## config.mk

```make
export PLATFORM = sky130hd
export DESIGN_NAME = alu_mdu
export DESIGN_NICKNAME = d
export VERILOG_FILES = /design/src/rtl/alu_mdu.sv
export SDC_FILE = /design/constraint.sdc
export NUM_CORES = 1
export LEC_CHECK = 0
export CAP_MARGIN = 10
export CELL_PAD_IN_SITES_DETAIL_PLACEMENT = 1
export CELL_PAD_IN_SITES_GLOBAL_PLACEMENT = 1
export CORE_MARGIN = 2
export CORE_UTILIZATION = 35
export CTS_CLUSTER_SIZE = 20
export DETAILED_ROUTE_END_ITERATION = 6
export GPL_TIMING_DRIVEN = 0
export PLACE_DENSITY_LB_ADDON = 0.08
export SYNTH_ARGS = -nofsm -noshare
export SYNTH_HDL_FRONTEND = slang
export SYNTH_SLANG_ARGS = --single-unit
```

## constraint.sdc

```tcl
create_clock -name clk -period 4.3 [get_ports clk]
set_input_delay 1.075 -clock clk [delete_from_list [all_inputs] [get_ports clk]]
set_output_delay 1.075 -clock clk [all_outputs]
set_load 0.005 [all_outputs]
```

## src/rtl/alu_mdu.sv

```systemverilog
// alu_mdu: registered multi-cycle ALU for the EX stage.
// Single-cycle logic/arith/shift ops complete one edge after issue. MULT/MULTU use
// an iterative shift-add multiplier, and DIV/DIVU a restoring divider, writing HI/LO.
// Optional feature macro: ALU_MDU_DIV_EN builds the divider. Without it, DIV/DIVU
// take one FSM pass through FIX with result=0 and HI/LO left untouched.
module alu_mdu #(
   parameter int WIDTH = 32,
   parameter int SHW   = 5
) (
   input  logic             clk,
   input  logic             rst,
   input  logic             start,
   input  logic [3:0]       op,
   input  logic [WIDTH-1:0] a,
   input  logic [WIDTH-1:0] b,
   input  logic [SHW-1:0]   shamt,
   output logic             busy,
   output logic             done,
   output logic [WIDTH-1:0] result,
   output logic             zero,
   output logic [WIDTH-1:0] hi,
   output logic [WIDTH-1:0] lo
);
   localparam logic [3:0] OP_NOP  = 4'h0;
   localparam logic [3:0] OP_ADD  = 4'h1;
   localparam logic [3:0] OP_SUB  = 4'h2;
   localparam logic [3:0] OP_AND  = 4'h3;
   localparam logic [3:0] OP_OR   = 4'h4;
   localparam logic [3:0] OP_SLT  = 4'h5;
   localparam logic [3:0] OP_SLTU = 4'h6;
   localparam logic [3:0] OP_NOR  = 4'h7;
   localparam logic [3:0] OP_SLL  = 4'h8;
   localparam logic [3:0] OP_SRL  = 4'h9;
   localparam logic [3:0] OP_SRA  = 4'hA;
   localparam logic [3:0] OP_MULT = 4'hB;
   localparam logic [3:0] OP_MULTU= 4'hC;
   localparam logic [3:0] OP_DIV  = 4'hD;
   localparam logic [3:0] OP_DIVU = 4'hE;

   typedef enum logic [1:0] {S_IDLE, S_CALC, S_FIX} state_t;

   state_t               state_q, state_d;
   logic [SHW-1:0]       cnt_q, cnt_d;
   logic                 busy_q, busy_d;
   logic                 done_q, done_d;
   logic                 zero_q, zero_d;
   logic [WIDTH-1:0]     result_q, result_d;
   logic [WIDTH-1:0]     hi_q, hi_d;
   logic [WIDTH-1:0]     lo_q, lo_d;

   // Iteration datapath: acc holds {upper, lower} of product or {remainder, quotient}
   logic [2*WIDTH-1:0]   acc_q, acc_d;
   logic [WIDTH-1:0]     opd_q, opd_d;      // multiplicand or divisor magnitude
   logic                 neg_lo_q, neg_lo_d; // negate product / quotient at FIX
   logic                 skip_q, skip_d;     // complete at FIX without iterating
`ifdef ALU_MDU_DIV_EN
   logic                 is_div_q, is_div_d;
   logic                 neg_hi_q, neg_hi_d; // remainder follows dividend sign
   logic [WIDTH-1:0]     araw_q, araw_d;     // raw dividend for divide-by-zero HI
   logic [WIDTH:0]       div_tmp;
   logic                 div_ge;
   logic [WIDTH-1:0]     div_rem;
   logic [2*WIDTH-1:0]   div_next;
`endif

   logic [WIDTH-1:0]     alu_res;
   logic [WIDTH:0]       mul_sum;
   logic [2*WIDTH-1:0]   mul_next;
   logic [2*WIDTH-1:0]   prod_fix;
   logic                 sgn_a, sgn_b;

   // Absolute value when the operand is treated as signed.
   function automatic logic [WIDTH-1:0] magnitude(input logic [WIDTH-1:0] x,
                                                  input logic             is_signed);
      return (is_signed && x[WIDTH-1]) ? -x : x;
   endfunction

   // Conditional two's-complement negation.
   function automatic logic [WIDTH-1:0] negate_if(input logic [WIDTH-1:0] x,
                                                  input logic             neg);
      return neg ? -x : x;
   endfunction

   assign busy   = busy_q;
   assign done   = done_q;
   assign result = result_q;
   assign zero   = zero_q;
   assign hi     = hi_q;
   assign lo     = lo_q;

   // Single-cycle operation result from the live operands.
   always_comb begin
      alu_res = a;
      case (op)
         OP_ADD:  alu_res = a + b;
         OP_SUB:  alu_res = a - b;
         OP_AND:  alu_res = a & b;
         OP_OR:   alu_res = a | b;
         OP_SLT:  alu_res = {{(WIDTH-1){1'b0}}, $signed(a) < $signed(b)};
         OP_SLTU: alu_res = {{(WIDTH-1){1'b0}}, a < b};
         OP_NOR:  alu_res = ~(a | b);
         OP_SLL:  alu_res = b << shamt;
         OP_SRL:  alu_res = b >> shamt;
         OP_SRA:  alu_res = $signed(b) >>> shamt;
         default: alu_res = a;
      endcase
   end

   // One shift-add multiply step and the signed product fix-up.
   always_comb begin
      mul_sum  = {1'b0, acc_q[2*WIDTH-1:WIDTH]} + (acc_q[0] ? {1'b0, opd_q} : '0);
      mul_next = {mul_sum, acc_q[WIDTH-1:1]};
      prod_fix = neg_lo_q ? -acc_q : acc_q;
   end

`ifdef ALU_MDU_DIV_EN
   // One restoring-divide step: shift in the next dividend bit, subtract if it fits.
   always_comb begin
      div_tmp  = {acc_q[2*WIDTH-1:WIDTH], acc_q[WIDTH-1]};
      div_ge   = (div_tmp >= {1'b0, opd_q});
      div_rem  = div_ge ? WIDTH'(div_tmp - {1'b0, opd_q}) : div_tmp[WIDTH-1:0];
      div_next = {div_rem, acc_q[WIDTH-2:0], div_ge};
   end
`endif

   // Next-state and next-output logic for the IDLE -> CALC -> FIX sequence.
   always_comb begin
      state_d  = state_q;
      cnt_d    = cnt_q;
      busy_d   = busy_q;
      done_d   = 1'b0;
      result_d = result_q;
      zero_d   = zero_q;
      hi_d     = hi_q;
      lo_d     = lo_q;
      acc_d    = acc_q;
      opd_d    = opd_q;
      neg_lo_d = neg_lo_q;
      skip_d   = skip_q;
`ifdef ALU_MDU_DIV_EN
      is_div_d = is_div_q;
      neg_hi_d = neg_hi_q;
      araw_d   = araw_q;
`endif
      sgn_a    = 1'b0;
      sgn_b    = 1'b0;
      case (state_q)
         S_IDLE: begin
            if (start) begin
               case (op)
                  OP_MULT, OP_MULTU: begin
                     sgn_a    = (op == OP_MULT) && a[WIDTH-1];
                     sgn_b    = (op == OP_MULT) && b[WIDTH-1];
                     acc_d    = {{WIDTH{1'b0}}, magnitude(b, op == OP_MULT)};
                     opd_d    = magnitude(a, op == OP_MULT);
                     neg_lo_d = sgn_a ^ sgn_b;
                     skip_d   = 1'b0;
`ifdef ALU_MDU_DIV_EN
                     is_div_d = 1'b0;
`endif
                     cnt_d    = '0;
                     busy_d   = 1'b1;
                     state_d  = S_CALC;
                  end
                  OP_DIV, OP_DIVU: begin
`ifdef ALU_MDU_DIV_EN
                     sgn_a    = (op == OP_DIV) && a[WIDTH-1];
                     sgn_b    = (op == OP_DIV) && b[WIDTH-1];
                     acc_d    = {{WIDTH{1'b0}}, magnitude(a, op == OP_DIV)};
                     opd_d    = magnitude(b, op == OP_DIV);
                     neg_lo_d = sgn_a ^ sgn_b;
                     neg_hi_d = sgn_a;
                     is_div_d = 1'b1;
                     araw_d   = a;
                     skip_d   = (b == '0);
                     cnt_d    = '0;
                     busy_d   = 1'b1;
                     state_d  = (b == '0) ? S_FIX : S_CALC;
`else
                     skip_d   = 1'b1;
                     busy_d   = 1'b1;
                     state_d  = S_FIX;
`endif
                  end
                  default: begin
                     result_d = alu_res;
                     zero_d   = (alu_res == '0);
                     done_d   = 1'b1;
                  end
               endcase
            end
         end
         S_CALC: begin
`ifdef ALU_MDU_DIV_EN
            acc_d = is_div_q ? div_next : mul_next;
`else
            acc_d = mul_next;
`endif
            cnt_d = cnt_q + SHW'(1);
            if (cnt_q == SHW'(WIDTH-1)) state_d = S_FIX;
         end
         S_FIX: begin
            if (skip_q) begin
`ifdef ALU_MDU_DIV_EN
               hi_d     = araw_q;
               lo_d     = '1;
               result_d = '1;
               zero_d   = 1'b0;
`else
               result_d = '0;
               zero_d   = 1'b1;
`endif
            end
`ifdef ALU_MDU_DIV_EN
            else if (is_div_q) begin
               lo_d     = negate_if(acc_q[WIDTH-1:0], neg_lo_q);
               hi_d     = negate_if(acc_q[2*WIDTH-1:WIDTH], neg_hi_q);
               result_d = negate_if(acc_q[WIDTH-1:0], neg_lo_q);
               zero_d   = (acc_q[WIDTH-1:0] == '0);
            end
`endif
            else begin
               hi_d     = prod_fix[2*WIDTH-1:WIDTH];
               lo_d     = prod_fix[WIDTH-1:0];
               result_d = prod_fix[WIDTH-1:0];
               zero_d   = (prod_fix[WIDTH-1:0] == '0);
            end
            busy_d  = 1'b0;
            done_d  = 1'b1;
            state_d = S_IDLE;
         end
         default: state_d = S_IDLE;
      endcase
   end

   // Control and architectural output registers; reset aborts any operation.
   always_ff @(posedge clk or posedge rst) begin
      if (rst) begin
         state_q  <= S_IDLE;
         cnt_q    <= '0;
         busy_q   <= 1'b0;
         done_q   <= 1'b0;
         result_q <= '0;
         zero_q   <= 1'b1;
         hi_q     <= '0;
         lo_q     <= '0;
      end else begin
         state_q  <= state_d;
         cnt_q    <= cnt_d;
         busy_q   <= busy_d;
         done_q   <= done_d;
         result_q <= result_d;
         zero_q   <= zero_d;
         hi_q     <= hi_d;
         lo_q     <= lo_d;
      end
   end

   // Iteration datapath registers; only meaningful while the FSM is out of IDLE.
   always_ff @(posedge clk) begin
      acc_q    <= acc_d;
      opd_q    <= opd_d;
      neg_lo_q <= neg_lo_d;
      skip_q   <= skip_d;
`ifdef ALU_MDU_DIV_EN
      is_div_q <= is_div_d;
      neg_hi_q <= neg_hi_d;
      araw_q   <= araw_d;
`endif
   end
endmodule

```

# --- Word level (Yosys, flattened, before mapping) ---
# Index checks and enable logic that the tools add are counted.
op_classes:
  muxes: 30
  shifts: 3
  magnitude_cmp: 2
  n_reduce_logical: 18
  add_sub_neg: 7
  bitwise_logic: 5
  eq_ne: 23
ops:
  columns: ["op", "n"]
  rows:
  - ["32-bit one-hot mux with 10 select lines", 1]
  - ["32-bit two-way mux", 6]
  - ["64-bit two-way mux", 3]
  - ["64-bit one-hot mux with 2 select lines", 1]
  - ["32-bit logical NOT", 2]
  - ["32-bit less-than comparator", 2]
  - ["32-bit negation", 2]
  - ["64-bit negation", 1]
  - ["32-bit one-hot mux with 2 select lines", 1]
  - ["32-bit by 32-bit adder with 33-bit output", 1]
  - ["32-bit adder", 1]
  - ["32-bit AND", 1]
  - ["32-bit inverter", 1]
  - ["32-bit OR", 1]
  - ["32-bit by 5-bit << shifter with 32-bit output", 1]
  - ["32-bit by 5-bit right shift with 32-bit output", 1]
  - ["32-bit by 5-bit >>> shifter with 32-bit output", 1]
  - ["32-bit subtractor", 1]
  - ["4-bit equality test, second input constant", 7]
  - ["3-bit AND reduction", 6]
  - ["4-bit by 3-bit equality test with 1-bit output, second input constant", 4]
  - ["5-bit two-way mux", 2]
  - ["5-bit one-hot mux with 2 select lines", 1]
  - ["4-bit by 2-bit equality test with 1-bit output, second input constant", 2]
  - ["20 further kinds", 38]
totals:
  wordCells: 100
  reg_bits: 204
  out_inout_bits: 99
  inputBits: 76

# --- Logic depth before layout (Yosys ltp) ---
depth:
  depth_word: 7
  depth_mapped: 16
  mapped_depth_nobuf: 16

# --- Worst setup path before layout ---
# No wires, ideal clock.
synth_path:
  path_type: "in2reg"
  startpoint: "input port op[0]"
  endpoint: "register neg_lo_q (enable)"
  cell_stages: 9
  required_time_ns: 3.785
  slack_ns: -2.237
  setup_ns: 0.515
  arrival_time_ns: 6.023
  path_buffers: 5
  path_cell_list: "clkbuf_1 > clkbuf_1 > nand2_1 > clkbuf_1 > clkbuf_1 > buf_1 > o21ai_0 > nand2_1 > nor4_1"
synth_between:
  elab_chain_cells: 3
  word_cells_on_any_way: 4
  classes_between: "eq/ne (2); reduce/logical (2)"
synth_rtl:
  columns: ["element", "line_no", "rtl"]
  rows:
  - ["start: declaration", "13", "input logic [3:0] op,"]
  - ["4-bit equality test", "150", "case (op)"]
  - ["2-bit OR reduction (*)", "150", null]
  - ["3-bit AND reduction (no line) (*)", null, null]
  - ["end signal: assignment", "263", "neg_lo_q <= neg_lo_d;"]
  - ["end: declaration", "54", "logic neg_lo_q, neg_lo_d;"]
# Every way passes the cells marked *; elsewhere a longest branch is shown, timed or not.
# A chain may end at the register's enable or synchronous reset.

# --- Worst setup path in the final report ---
layout_path:
  startpoint: "input port shamt[3]"
  endpoint: "register zero_q, in the netlist zero"
layout_between:
  elab_chain_cells: 6
  word_cells_on_any_way: 8
  classes_between: "shift (3); mux (4); reduce/logical (1)"
layout_rtl:
  columns: ["element", "line_no", "rtl"]
  rows:
  - ["start: declaration", "16", "input logic [SHW-1:0] shamt,"]
  - ["32-bit by 5-bit >>> shifter with 32-bit output, or another cell as far along", "104", "OP_SRA: alu_res = $signed(b) >>> shamt;"]
  - ["32-bit one-hot mux with 10 select lines (*)", "94", "case (op)"]
  - ["32-bit logical NOT (*)", "187", "zero_d = (alu_res == '0);"]
  - ["1-bit two-way mux (*)", "150", null]
  - ["1-bit two-way mux (*)", "149", "if (start) begin"]
  - ["1-bit one-hot mux with 2 select lines (*)", "147", "case (state_q)"]
  - ["end signal: assignment", "253", "zero_q <= zero_d;"]
  - ["end: declaration", "46", "logic zero_q, zero_d;"]
# Every way passes the cells marked *; elsewhere a longest branch is shown, timed or not. The select of a mux whose other input is x is not followed.

==> qor.txt <==
status = complete, but fails checks
failing checks = negative setup slack
Die Ht = 255 µm
largest net degree at the start of global routing = 57
CTS Sinks = 204
Gate Count Post-Synth = 2758
top_reg_cell synth = dfrtp_1
fillers = 7316
Max Cap Viol = 0
r2r startpoint = acc_q[21]
First-pass DRT Iterations = 5
Ys Warns = 0
vias in the first global route = 25.2k
Tcrit/Tclk final = 1.04
leakage = 11.4 nW
routed vias = 25.4k
core area = 62700 µm²
via/cell ratio = 6.44
final WL = 134 mm
slew at the pin with the worst max-slew slack = 1120 ps
hpwl dp = 104 mm
TritonCTS clock tree = built
Worst Skew = 40.8 ps
Async SR Flop Fraction = 0.520
clock buffer depth = 3
CP max FO = 10
Worst R2R End = hi[29]
CP Capture Type = register
post-synth net total = 2973
VDD IR-drop max = 0.000253 V
register area = 5600 µm²
Critical Path Source Type = input pin
Avg Cell Area, Syn = 8.02 µm²
Largest delay share family, worst path = buffers and inverters
Final Hold Fails = 0
Pins Over Slew Limit = 0
insertion delay to the later sink of the worst-skew pair = 560 ps
Multi-input gate area = 17100 µm²
Synth cell types = 81
Setup crit start = shamt[3]
initial antenna violation count = 7
DRC = 0
Placer Congestion = 1.03
Std-Cell Rows = 92
Power Density = 416 nW/µm²
gr usage total = 0.391
grt ovf = 0
Critical Path Sink = zero
H-tree Lvls = 1
synthesis-to-layout area growth = 31.5%
reg2reg path depth = 13
initial core utilization = 0.353
share of cells above drive strength 1 = 0.221
Clock transition at path regs = 60 ps
Final min period = 4470 ps
WP depth = 15
setup ws final = -173 ps
Crit path buffers/inverters = 5
Worst EP required = 4760 ps
Post-synth EDFFs = 98
Final ANT Viol Nets = 0
fmax = 224 MHz
Worst path max stage delay = 530 ps
register area share after synthesis = 0.253
Die X = 255 µm
R2R setup slack = -140 ps
CP cell instances = clkbuf_2 -> clkbuf_2 -> clkbuf_2 -> clkbuf_1 -> o21ai_0 -> o31ai_1 -> nor3_1 -> nor3_1 -> a41oi_2 -> buf_4 -> nor3_1 -> nand4_1 -> nor4_2 -> nand4b_1 -> o21ai_1
Die ar. = 65200 µm²
CTS Hold Bufs = 0
WP data arrival = 4930 ps
Slowest-stage cell, CP = clkbuf_1
CTS root buf = clkbuf_16
type of the tightest min-delay check = register to register
Place WS = -2830 ps
nets = 3297
mapped cell area = 22100 µm²
DR iter-0 viols = 2564
Routed WL per cell = 33.8 µm
port bufs = 168
RSZ-0062 raised after global routing = yes
FF+latch count, synth = 204
crit path kind = input pin to register
# setup viols final = 10
num ports = 175
cts bufs inserted = 25
relative max-transition margin = 0.233
Design Power = 0.0121 W
global-route wire length before repair = 187 mm
[worst register-to-register path, stage by stage (launching register included)]
cell,delay [ps]
edfxtp_1,400
or4_4,550
or4_4,430
or2_4,260
or4_4,420
or2_4,270
buf_6,110
or3_4,370
or3_4,390
or3_4,370
nand2b_4,220
o41ai_4,280
xor2_1,190
o21ai_1,70
[metal layers]
layer,vias to the layer above,part of all wire,track usage,routed length [µm]
met5,-,0.00039,0,52
met4,8,0.082,0.241,10900
met3,404,0.078,0.0728,10500
met2,1383,0.44,0.621,59100
met1,12800,0.40,0.491,53100
li1,10800,-,-,-
[cell usage in the layout (no fill, tap or decap), types with 37 or more instances in the layout]
master,instances
a21o_1,50
clkbuf_2,60
nand2_1,241
nor3_1,43
xor2_1,76
clkdlybuf4s50_1,119
edfxtp_1,98
clkbuf_1,85
mux4_2,47
a21oi_1,202
nand3_1,37
inv_1,93
o21ai_1,37
ha_1,110
dfrtp_1,105
nor2_1,264
buf_4,130
mux2i_1,64
o21ai_0,174
and2_1,45
xnor2_1,91
[registers in the layout, indices dropped and copies added, names as in the netlist]
| signal | cells |
|---|---|
| skip_q | 1 |
| lo | 32 |
| acc_q | 64 |
| opd_q | 32 |
| zero | 1 |
| state_q | 2 |
| busy | 1 |
| hi | 32 |
| neg_lo_q | 1 |
| cnt_q | 5 |
| result | 32 |
| done | 1 |
[Yosys cell counts (38+ instances only)]
cell      instances  area, µm²
nand2_1         245        920
nor2_1          279       1050
edfxtp_1         98       2940
clkbuf_1        187        702
o22ai_1          40        250
nand3_1          40        200
a21o_1           51        383
o21ai_0         199        996
xor2_1           78        683
inv_1           117        439
xnor2_1          93        815
nor3_1           56        280
mux2i_1          74        741
mux4_2           47       1060
a21oi_1         225       1130
ha_1            136       1700
and2_1           45        282
a31oi_1          38        238
dfrtp_1         105       2630
[cell type report]
class | count | share of cell area
Inverter | 121 | 0.0187
Clock inverter | 11 | 0.00254
Sequential cell | 204 | 0.192
Antenna cell | 4 | 0.000344
Timing Repair Buffer | 310 | 0.0978
Tap cell | 846 | 0.0364
Clock buffer | 34 | 0.0237
Multi-Input combinational cell | 2226 | 0.586
Timing Repair inverter | 1 | 0.000258
Buffer | 193 | 0.0418
[power by group]
| group | switching (W) | internal, W |
|---|---|---|
| combinational | 0.00379 | 0.00262 |
| sequential | 0.000787 | 0.00293 |
| clock | 0.000860 | 0.00113 |
| total | 0.00544 | 0.00668 |
[worst min path at each step]
stage              from  endpoint  slack [ps]  cells after the start
2_1_floorplan  cnt_q[0]  cnt_q[0]         470                      1
3_3_place_gp     lo[15]    lo[15]         460                      1
3_5_place_dp     lo[15]    lo[15]         470                      1
4_1_cts          lo[15]    lo[15]         480                      1
5_1_grt           hi[7]     hi[7]         510                      2
6_report         lo[15]    lo[15]         480                      1
[per-stage QoR]
stage | area [µm²] | TNS [ps] | hold WS, ps | utilization | std cells
after global placement | 24900 | -384260 | 463 | 0.397 | 3772
after CTS | 27900 | -1030 | 482 | 0.445 | 3895
final | 29100 | -896 | 476 | 0.464 | 3950
after detailed placement | 25000 | -221830 | 469 | 0.399 | 3778
after floorplan | 22200 | 0 | 467 | - | 2758
after global routing | 29100 | -2090 | 505 | 0.464 | 3947
[cells by family after synthesis]
family,Yosys count,share of synthesized area
xor gates and xnor gates,171,0.0677
muxes,144,0.0931
adders and majority gates,139,0.0796
AOI/OAI and AO/OA,904,0.265
buffers and inverters,328,0.0558
DFF,204,0.253
and+or+nand+nor,868,0.186
[repair_timing]
item	CTS	global route
gates cloned	1	0
setup endpoints to repair	196	97
setup buffers	79	56
resized for setup	531	276
pin swaps	56	67
Note: power is estimated with default switching activity, not from simulation.
